[src/rtl/wave_scale_ctrl.sv]
// Two-axis button scale controller with press/auto-repeat stepping.
// Shadow scales commit to the outputs on the vsync falling edge so the display never sees a mid-frame change.
module wave_scale_ctrl #(
  parameter logic [2:0] XSCALE_RESET = 3'd0,
  parameter logic [2:0] YSCALE_RESET = 3'd0,
  parameter int         REPEAT_DELAY = 25000000,
  parameter int         REPEAT_RATE  = 5000000
) (
  input  logic       clk,
  input  logic       reset,
  input  logic       btn_xup,
  input  logic       btn_xdn,
  input  logic       btn_yup,
  input  logic       btn_ydn,
  input  logic       vsync,
  output logic [2:0] xscale,
  output logic [2:0] yscale,
  output logic       pending
);

  localparam int CNT_MAX = (REPEAT_DELAY > REPEAT_RATE) ? REPEAT_DELAY : REPEAT_RATE;
  localparam int CNT_W   = $clog2(CNT_MAX);
  localparam logic [CNT_W-1:0] DELAY_LOAD = CNT_W'(REPEAT_DELAY - 1);
  localparam logic [CNT_W-1:0] RATE_LOAD  = CNT_W'(REPEAT_RATE - 1);

  typedef enum logic [1:0] {IDLE, DELAY, REPEAT} axis_state_e;

  // Index 0 is the X axis, index 1 is the Y axis.
  logic [1:0]       btn_up, btn_dn, active, step;
  axis_state_e      state_q [2];
  axis_state_e      state_d [2];
  logic [CNT_W-1:0] cnt_q   [2];
  logic [CNT_W-1:0] cnt_d   [2];
  logic [2:0]       shadow_q[2];
  logic [2:0]       shadow_d[2];
  logic [2:0]       scale_q [2];
  logic             vsync_q;
  logic             commit;

  assign btn_up = {btn_yup, btn_xup};
  assign btn_dn = {btn_ydn, btn_xdn};
  assign active = btn_up ^ btn_dn;
  assign commit = vsync_q & ~vsync;

  always_comb begin
    // NOTE: every combinational output gets a default first so no path leaves it unassigned (no latch).
    step = '0;
    for (int a = 0; a < 2; a++) begin
      state_d[a]  = state_q[a];
      cnt_d[a]    = cnt_q[a];
      shadow_d[a] = shadow_q[a];
      if (!active[a]) begin
        state_d[a] = IDLE;
      end else begin
        unique case (state_q[a])
          IDLE: begin
            step[a]    = 1'b1;
            state_d[a] = DELAY;
            cnt_d[a]   = DELAY_LOAD;
          end
          DELAY, REPEAT: begin
            if (cnt_q[a] == '0) begin
              step[a]    = 1'b1;
              state_d[a] = REPEAT;
              cnt_d[a]   = RATE_LOAD;
            end else begin
              cnt_d[a] = cnt_q[a] - CNT_W'(1);
            end
          end
          default: state_d[a] = IDLE;
        endcase
      end
      // The pressed button decides direction at the step, so a direct up/down swap keeps the cadence.
      if (step[a]) begin
        if (btn_up[a]) shadow_d[a] = (shadow_q[a] == 3'd7) ? 3'd7 : shadow_q[a] + 3'd1;
        else           shadow_d[a] = (shadow_q[a] == 3'd0) ? 3'd0 : shadow_q[a] - 3'd1;
      end
    end
  end

  always_ff @(posedge clk) begin
    // NOTE: registered state uses non-blocking assignments so every flop samples pre-edge values.
    if (reset) begin
      for (int a = 0; a < 2; a++) begin
        state_q[a] <= IDLE;
        cnt_q[a]   <= '0;
      end
      shadow_q[0] <= XSCALE_RESET;
      shadow_q[1] <= YSCALE_RESET;
      scale_q[0]  <= XSCALE_RESET;
      scale_q[1]  <= YSCALE_RESET;
      vsync_q     <= 1'b0;
    end else begin
      for (int a = 0; a < 2; a++) begin
        state_q[a]  <= state_d[a];
        cnt_q[a]    <= cnt_d[a];
        shadow_q[a] <= shadow_d[a];
        if (commit) scale_q[a] <= shadow_q[a];
      end
      vsync_q <= vsync;
    end
  end

  assign xscale  = scale_q[0];
  assign yscale  = scale_q[1];
  assign pending = (shadow_q[0] != scale_q[0]) | (shadow_q[1] != scale_q[1]);

endmodule

[config.mk]
export PLATFORM = sky130hd
export DESIGN_NAME = wave_scale_ctrl
export DESIGN_NICKNAME = d
export VERILOG_FILES = /design/src/rtl/wave_scale_ctrl.sv
export SDC_FILE = /design/constraint.sdc
export NUM_CORES = 1
export LEC_CHECK = 0
export ABC_AREA = 1
export CORE_MARGIN = 2
export CORE_UTILIZATION = 58
export CTS_CLUSTER_SIZE = 12
export DETAILED_ROUTE_END_ITERATION = 6
export DONT_BUFFER_PORTS = 1
export MAX_ROUTING_LAYER = met4
export PLACE_DENSITY = 0.8
export SKIP_CTS_REPAIR_TIMING = 1
export SYNTH_ARGS = -nofsm -noshare
export SYNTH_HDL_FRONTEND = slang
export SYNTH_SLANG_ARGS = --single-unit
[constraint.sdc]
create_clock -name clk -period 1.6 [get_ports clk]
set_input_delay 0.4 -clock clk [delete_from_list [all_inputs] [get_ports clk]]
set_output_delay 0.4 -clock clk [all_outputs]
set_load 0.01 [all_outputs]
==> metrics.txt, run 1 <==
CP Data Arrival Time 1360 ps; Cell Area, Placed 4438 µm²; final setup violating endpoints 1; Min-Delay Path Depth 1; clock input transition at the sequential cells of the worst setup and hold paths 80 ps; synthesized cell area 4004 µm²; register area share after synthesis 0.3500; flip-flop cell with the highest count after synthesis sky130_fd_sc_hd__dfxtp_1; part of the total power dissipated in the clock network 0.295; DRC viols 0; Layout Cells excl Fill 740; GRT Util Overall 0.2781; highest clock frequency the design can meet 567.2 MHz; Yosys Warn Count 0; die width 87.09 µm; data required time at the worst endpoint 1200 ps; Die Footprint 7584 µm²; max-slew violation total from the final report 0; Std-Cell Core Area 6719 µm²; biggest cell delay along the critical path 340 ps; critical path's top delay family simple AND/OR/NAND/NOR gates; unrepaired setup endpoints after global routing true; number of antenna violations at the first check in global routing 0; number of placed cells counting well taps 720; crit-path max FO 4; number of clock buffers inserted by TritonCTS 9; maximum clock insertion buffer count 2; wire length of the first global-routing pass 16,340 µm; filler cell count in the final layout 533; minimum clock period 1763 ps; transition time of the tightest slew-check pin 524.9 ps; violations in the final reports negative setup slack; sum of routed wire length over all layers 10,400 µm; overall power after layout 4.791 mW; run status complete, but fails checks; kind of critical path register to output port; count of pins on the block boundary 14; Root Buffer sky130_fd_sc_hd__clkbuf_8; combined buffer and inverter count along the critical path 1; relative slew slack 0.6497; synthesized netlist cell count 600; vias per std cell 5.535; Distinct cells, synth 31; global placement routability congestion 0.9854; clock net sink count 67; portion of total power attributed to sequential cells 0.412; clock skew 14.83 ps; grt total ovfl 0; final-report hold violation count 0; cell count along the critical path 4; Max-cap violations 0; path type of the worst min-delay path primary input to register; Static Leakage 2.178 nW; number of enable-type register cells in the synthesized netlist 6; endpoint kind of the worst setup timing path output port; detailed placement HPWL 7263 µm; switching share of power 0.3534; mean area per synthesized cell 6.673 µm²; number of nets in the finished design 678; Antenna Cells 0; number of DRC markers after the initial detailed-route iteration 329; worst-skew pair later-pin latency 360 ps; routed vias 4,096; average detailed-routed wire length per instance 14.06 µm; Layout Cell Area excl Fill 4807 µm²; H-tree depth 3; Slowest-stage cell, CP sky130_fd_sc_hd__dfxtp_2; relative area change from synthesis to final layout 20.06%; Net Switching 1.693 mW; FF+latch count, synth 67; IR Drop Worst-Case VDD 0.0004243 V; drt first pass iters 6; Setup WS post-layout -162.9 ps; Int Pwr 3.098 mW; ratio of cells with drive above 1 in the final layout 0.2076; CTS tree done; startpoint type of the worst setup path register; Placement Rows 30; count of input and output buffers 0; portion of total power attributed to combinational logic 0.293; power density over cell area 996.7 nW/µm²; effective utilization at floorplan 0.5959; count of cells along the worst register-to-register path 13; via count of the first global-routing pass 3,766; share of the clock period used by the worst path 1.102; die height 87.09 µm; cell-by-cell trace of the critical path inv_1, o21ai_0, nor4_2, nand3_1; post-synthesis net count 623; number of antenna-violating nets in the routed design 0; post-synthesis async set-or-reset flop share 0; pin count of the biggest net entering global routing 46
## cells in the mapped netlist (8+ instances only)
| cell type | number | area share |
|---|---|---|
| sky130_fd_sc_hd__o21ai_0 | 24 | 0.030 |
| sky130_fd_sc_hd__nand4_1 | 8 | 0.013 |
| sky130_fd_sc_hd__nor3_1 | 10 | 0.013 |
| sky130_fd_sc_hd__a21oi_1 | 36 | 0.045 |
| sky130_fd_sc_hd__nand2_1 | 128 | 0.12 |
| sky130_fd_sc_hd__dfxtp_1 | 61 | 0.30 |
| sky130_fd_sc_hd__inv_1 | 76 | 0.071 |
| sky130_fd_sc_hd__a31oi_1 | 9 | 0.014 |
| sky130_fd_sc_hd__nor2_1 | 103 | 0.097 |
| sky130_fd_sc_hd__ha_1 | 16 | 0.050 |
| sky130_fd_sc_hd__nand2_2 | 10 | 0.016 |
| sky130_fd_sc_hd__nand3_1 | 53 | 0.066 |
| sky130_fd_sc_hd__xor2_1 | 18 | 0.039 |
## cell usage in the layout, fill, tap and decap left out, drive strengths merged, types with 4 or more instances in the layout
cell | netlist | final
a21oi | 36 | 36
a31oi | 9 | 9
buf | 4 | 53
clkbuf | 6 | 9
clkinv | 0 | 4
dfxtp | 61 | 61
edfxtp | 6 | 6
ha | 16 | 16
inv | 76 | 76
nand2 | 138 | 139
nand3 | 54 | 54
nand4 | 8 | 8
nor2 | 113 | 113
nor3 | 11 | 11
o21ai | 25 | 25
xnor2 | 6 | 6
xor2 | 18 | 18
## flip-flops by register name, indices dropped and copies added (netlist names)
name	flops
vsync_q	1
cnt_q	50
state_q	4
shadow_q	6
scale_q	6
## kinds of logic (layout without fill, tap and decap cells)
logic type,after synthesis,after routing,share of synthesized area
AO/OA/AOI/OAI,79,79,0.1066
XOR/XNOR,24,24,0.05250
adder cells (fa/ha/maj),16,16,0.05000
buffers and inverters,86,145,0.08468
flip-flops,67,67,0.3500
AND/OR/NAND/NOR,328,329,0.3563
## cell type report
cell class	count	area [µm²]	share of cell area
flip-flops and latches	67	1408	0.2928
repair buffers	53	414.1	0.08615
multi-input cells	448	2407	0.5008
clock buffers	9	123.9	0.02577
inverters	76	285.3	0.05934
clock inverters	7	68.82	0.01432
well taps	80	100.1	0.02082
## worst paths after layout
path | from | endpoint | slack (ps)
min | reset | cnt_q[0][46]$_SDFFE_PP0P_ | 100
max reg2reg | cnt_q[0][25]$_SDFFE_PP0P_ | cnt_q[0][47]$_SDFFE_PP0P_ | 60
min reg2reg | cnt_q[0][0]$_SDFFE_PP0P_ | cnt_q[0][0]$_SDFFE_PP0P_ | 470
max | shadow_q[0][0]$_SDFFE_PP0P_ | pending | -160
## layer usage
layer,track usage,wire length [µm]
met3,0.06825,759
met2,0.4476,4987
met5,-,0
met4,0.1094,200
met1,0.3345,4455
## power groups by stage
stage | Clock, mW | Combinational (mW) | Sequential, mW
floorplan | 0 | 0.878 | 1.97
global placement | 0 | 1.22 | 1.99
detailed placement | 0 | 1.25 | 1.99
CTS | 1.42 | 1.26 | 1.96
global route | 1.49 | 1.56 | 1.99
finish | 1.41 | 1.40 | 1.98
## stage by stage
stage / hold slack [ps] / setup slack (ps) / utilization / setup TNS, ps
finish: 97.10 / -162.9 / 0.7155 / -162.9
detailed placement: 472.8 / -52.34 / 0.6605 / -273.3
floorplan: 440.1 / 69.05 / - / 0
global placement: 452.0 / 23.74 / 0.6605 / 0
CTS: 94.52 / -210.1 / 0.6892 / -790.5
global route: 91.39 / -298.6 / 0.7155 / -439.9
## worst reg2reg max path, cell delays in order, from the launching register on
cell and delay (ps):
sky130_fd_sc_hd__dfxtp_2 330, sky130_fd_sc_hd__inv_2 60, sky130_fd_sc_hd__ha_2 190, sky130_fd_sc_hd__nand2_2 100, sky130_fd_sc_hd__inv_2 80, sky130_fd_sc_hd__nand2_2 60, sky130_fd_sc_hd__nor2_1 100, sky130_fd_sc_hd__nand2_1 100
sky130_fd_sc_hd__nand2_2 110, sky130_fd_sc_hd__nand2_4 70, sky130_fd_sc_hd__buf_4 130, sky130_fd_sc_hd__nand3_1 70, sky130_fd_sc_hd__nand2_1 50, sky130_fd_sc_hd__inv_1 60
Power figures use the tool's default switching activity.
==> inputs of run 2 (changes only) <==
- CORE_UTILIZATION: 58 -> 34
- PLACE_DENSITY: 0.8 -> 0.54
- SKIP_CTS_REPAIR_TIMING: 1 -> unset
==> metrics.txt, run 2 (same netlist as run 1, synthesis figures left out) <==
Static Leakage 2.378 nW; H-tree depth 3; final-report hold violation count 0; crit-path max FO 2; worst-skew pair later-pin latency 340 ps; Setup WS post-layout -200.6 ps; pin count of the biggest net entering global routing 46; maximum clock insertion buffer count 2; Placement Rows 39; number of antenna violations at the first check in global routing 0; relative area change from synthesis to final layout 30.97%; flip-flop count of the largest register, all copies and words added 50; number of antenna-violating nets in the routed design 0; sum of routed wire length over all layers 10,490 µm; count of pins on the block boundary 14; share of the clock period used by the worst path 1.125; number of placed cells counting well taps 799; endpoint kind of the worst setup timing path output port; wire length of the first global-routing pass 17,640 µm; Reg with most FFs cnt_q; clock input transition at the sequential cells of the worst setup and hold paths 60 ps; summed negative setup slack over all endpoints -200.6 ps; switching share of power 0.3226; CTS tree done; combined buffer and inverter count along the critical path 0; number of nets in the finished design 698; final setup violating endpoints 1; clock skew 6.682 ps; data required time at the worst endpoint 1200 ps; effective utilization at floorplan 0.3492; global placement routability congestion 0.8882; power density over cell area 1044 nW/µm²; run status complete, but fails checks; leading cell type in the layout, fill and taps excluded sky130_fd_sc_hd__nand2_1; Int Pwr 3.708 mW; CTS Hold Buffers Added 0; Layout Cells excl Fill 823; filler cell count in the final layout 1,150; number of clock buffers inserted by TritonCTS 9; portion of total power attributed to sequential cells 0.358; IR Drop Worst-Case VDD 0.0008600 V; detailed placement HPWL 7943 µm; minimum clock period 1801 ps; Post-Place Worst Slack -33.83 ps; DRC viols 0; via count of the first global-routing pass 3,858; grt total ovfl 0; drt first pass iters 4; most frequent cells in the layout 119 x sky130_fd_sc_hd__nand2_1, 81 x sky130_fd_sc_hd__nor2_1, 70 x sky130_fd_sc_hd__inv_1, 70 x sky130_fd_sc_hd__buf_4, 58 x sky130_fd_sc_hd__dfxtp_1; overall power after layout 5.474 mW; average detailed-routed wire length per instance 12.74 µm; critical path's top delay family simple AND/OR/NAND/NOR gates; path type of the worst min-delay path primary input to register; unrepaired setup endpoints after global routing true; Slowest-stage cell, CP sky130_fd_sc_hd__edfxtp_1; violations in the final reports negative setup slack; GRT Util Overall 0.1789; kind of critical path register to output port; number of DRC markers after the initial detailed-route iteration 231; part of the total power dissipated in the clock network 0.364; Std-Cell Core Area 11,470 µm²; transition time of the tightest slew-check pin 336.2 ps; count of input and output buffers 0; cell-by-cell trace of the critical path xor2_1, nor4_1, nand3_1; vias per std cell 4.812; ratio of cells with drive above 1 in the final layout 0.2397; portion of total power attributed to combinational logic 0.278; Max-cap violations 0; Die Footprint 12,660 µm²; biggest cell delay along the critical path 410 ps; startpoint type of the worst setup path register; die width 112.5 µm; relative slew slack 0.7753; routed vias 3,960; die height 112.5 µm; clock net sink count 67; leading registers by flop count cnt_q x50, scale_q x6, shadow_q x6; Antenna Cells 0; Finished Core Util 0.4573; Net Switching 1.766 mW; max-slew violation total from the final report 0; highest clock frequency the design can meet 555.4 MHz; CP Data Arrival Time 1400 ps; Root Buffer sky130_fd_sc_hd__clkbuf_16
-- run 2: final cells by class --
cell class,count,area (µm²),share of cell area
tap,143,178.9,0.03412
clock inverter,5,52.55,0.01002
sequential,67,1405,0.2680
timing repair buffer,73,576.8,0.1100
multi-input combinational,448,2502,0.4772
inverter,76,285.3,0.05440
clock buffer,11,242.7,0.04629
-- run 2: path summary, 6_finish.rpt --
check                           slack [ps]                           to                        start  depth (start not counted)
worst max register to register          90     cnt_q[0][7]$_SDFFE_PP0P_     cnt_q[0][1]$_SDFFE_PP0P_                          7
worst min register to register         490    cnt_q[0][25]$_SDFFE_PP0P_    cnt_q[0][25]$_SDFFE_PP0P_                          3
worst max-delay path                  -200                      pending  scale_q[0][5]$_SDFFCE_PN0P_                          3
worst min-delay path                   120  shadow_q[0][0]$_SDFFE_PP0P_                        reset                          1
-- run 2: stage by stage --
stage / hold slack [ps] / instance area, µm²
floorplan: 440.1 / 4004
detailed placement: 463.9 / 4637
global placement: 451.8 / 4637
finish: 123.3 / 5244
global route: 108.4 / 5244
CTS: 112.1 / 4955
-- run 2: per-layer routing --
metal	global-route usage	share of wire	wire length (µm)	up-vias
met5	-	0	0	-
met4	0.06504	0.020	207	0
met3	0.04698	0.037	385	17
met2	0.3028	0.48	5081	58
met1	0.2040	0.46	4812	1805
li1	-	-	-	2080
-- run 2: power groups by stage --
stage / sequential (mW) / combinational (mW) / clock [mW]
after floorplan: 1.97 / 0.878 / 0
after global placement: 1.98 / 1.33 / 0
after detailed placement: 1.98 / 1.34 / 0
after CTS: 1.95 / 1.36 / 2.04
after global routing: 1.98 / 1.71 / 2.10
final: 1.96 / 1.52 / 1.99
-- run 2: timing repair --
action,CTS,global route
pin swaps,3,11
gates cloned,0,1
setup endpoints to repair,12,51
resized for setup,6,66
setup buffers,1,6
hold endpoints to repair,0,0
==> inputs of run 3 (changes only) <==
- GPL_TIMING_DRIVEN: unset -> 0
==> metrics.txt, run 3 (same netlist as run 1, synthesis figures left out) <==
run status complete, but fails checks; violations in the final reports negative setup slack; startpoint type of the worst setup path register; biggest cell delay along the critical path 460 ps; Slowest-stage cell, CP sky130_fd_sc_hd__edfxtp_1; Post-Place Worst Slack -380.8 ps; routed vias 3,932; Std-Cell Core Area 11,470 µm²; die width 112.5 µm; multi-input gate area in the final layout 2603 µm²; kind of critical path register to output port; highest clock frequency the design can meet 567.1 MHz; Static Leakage 2.173 nW; cell count along the critical path 4; most frequent cells in the layout 114 x sky130_fd_sc_hd__nand2_1, 85 x sky130_fd_sc_hd__nor2_1, 66 x sky130_fd_sc_hd__inv_1; GRT Util Overall 0.1785; leading cell type in the layout, fill and taps excluded sky130_fd_sc_hd__nand2_1; global placement routability congestion 0.8906; IR Drop Worst-Case VDD 0.0007297 V; H-tree depth 3; cell-by-cell trace of the critical path nand2_1, o21ai_1, nor4_1, nand3_1; Antenna Cells 0; drt first pass iters 5; path type of the worst min-delay path primary input to register; pin count of the biggest net entering global routing 12; wire length of the first global-routing pass 17,680 µm; number of nets in the finished design 657; Reg with most FFs cnt_q; sum of routed wire length over all layers 10,660 µm; endpoint kind of the worst setup timing path output port; filler cell count in the final layout 1,173; unrepaired setup endpoints after global routing true; Root Buffer sky130_fd_sc_hd__clkbuf_16; effective utilization at floorplan 0.3492; Reg-to-Reg Start state_q[0][0]$_SDFFE_PP0P_; number of placed cells counting well taps 743; number of antenna violations at the first check in global routing 0; grt total ovfl 0; maximum clock insertion buffer count 2; clock net sink count 67; capturing element of the worst setup path pending; worst setup path startpoint scale_q[0][0]$_SDFFCE_PN0P_; CP Data Arrival Time 1360 ps; die height 112.5 µm; DRC viols 0; minimum clock period 1763 ps; Sequential cell area 1409 µm²; number of DRC markers after the initial detailed-route iteration 182; internal reg-to-reg setup slack 80 ps; clock skew 7.566 ps; via count of the first global-routing pass 3,742; count of pins on the block boundary 14; worst-skew pair later-pin latency 330 ps; data required time at the worst endpoint 1200 ps; number of clock buffers inserted by TritonCTS 9; max-slew violation total from the final report 0; critical path's top delay family simple AND/OR/NAND/NOR gates; transition time of the tightest slew-check pin 765.1 ps; final-report hold violation count 0; overall power after layout 5.466 mW; Setup WS post-layout -163.5 ps; final setup violating endpoints 1; number of antenna-violating nets in the routed design 0; average detailed-routed wire length per instance 13.63 µm; ratio of cells with drive above 1 in the final layout 0.1956; vias per std cell 5.028; count of input and output buffers 0; share of the clock period used by the worst path 1.102; clock input transition at the sequential cells of the worst setup and hold paths 50 ps; Critical R2R Capture cnt_q[0][23]$_SDFFE_PP0P_; leading registers by flop count cnt_q x50, scale_q x6, shadow_q x6; power density over cell area 1089 nW/µm²; detailed placement HPWL 7527 µm; Layout Cells excl Fill 782; CTS tree done; relative area change from synthesis to final layout 25.34%; flip-flop count of the largest register, all copies and words added 50; crit-path max FO 3; relative slew slack 0.4900; combined buffer and inverter count along the critical path 0; Placement Rows 39; Max-cap violations 0; Die Footprint 12,660 µm²; count of cells along the worst register-to-register path 7
run 3: changes by cell type in the layout (fill, tap and decap cells not counted), sizes merged:
cell / before / now
buf: 73 / 27
clkinv: 3 / 1
inv: 76 / 75
clkbuf: 11 / 19
run 3: metal layers:
layer | part of all wire | vias up | global-route usage
met1 | 0.46 | 1828 | 0.2157
li1 | - | 2002 | -
met2 | 0.48 | 83 | 0.2972
met3 | 0.039 | 19 | 0.03618
met4 | 0.020 | 0 | 0.06179
met5 | 0 | - | -
run 3: how the worst min path moves through the flow:
| stage | start | endpoint | slack [ps] | cells after the start |
|---|---|---|---|---|
| after detailed placement | cnt_q[0][25]$_SDFFE_PP0P_ | cnt_q[0][25]$_SDFFE_PP0P_ | 460 | 3 |
| after global routing | vsync | vsync_q$_SDFF_PP0_ | 270 | 2 |
| after floorplan | cnt_q[0][0]$_SDFFE_PP0P_ | cnt_q[0][0]$_SDFFE_PP0P_ | 440 | 1 |
| final | vsync | vsync_q$_SDFF_PP0_ | 240 | 2 |
| after global placement | cnt_q[0][25]$_SDFFE_PP0P_ | cnt_q[0][25]$_SDFFE_PP0P_ | 460 | 3 |
| after CTS | vsync | vsync_q$_SDFF_PP0_ | 230 | 2 |
run 3: power by group:
group          internal, mW  total (mW)  leakage (nW)  switching [mW]
Combinational         0.514        1.41          1.45           0.898
Clock                  1.33        2.06         0.153           0.726
Sequential             1.84        1.99         0.568           0.153
Total                  3.69        5.47          2.17            1.78
run 3: per-stage QoR:
stage / area (µm²) / util / TNS, ps / hold WS (ps)
detailed placement: 4183 / 0.3648 / -11180 / 457.3
floorplan: 4004 / - / 0 / 440.1
finish: 5019 / 0.4376 / -163.5 / 240.4
global route: 5019 / 0.4376 / -383.7 / 265.5
CTS: 4637 / 0.4044 / -211.7 / 227.1
global placement: 4183 / 0.3648 / -10220 / 456.2
run 3: final cells by class:
type,count,area share
inverters,76,0.05759
flip-flops and latches,67,0.2807
multi-input cells,448,0.5186
well taps,143,0.03565
clock buffers,14,0.05460
plain buffers,9,0.01072
clock inverters,2,0.006981
repair buffers,23,0.03515
run 3: timing repair:
action                     4_1_cts  5_1_grt
resized for setup               31       68
pin swaps                        9       27
setup endpoints to repair       48       57
cloned                           1        0
buffers inserted                 4       19
hold buffers                     0        0
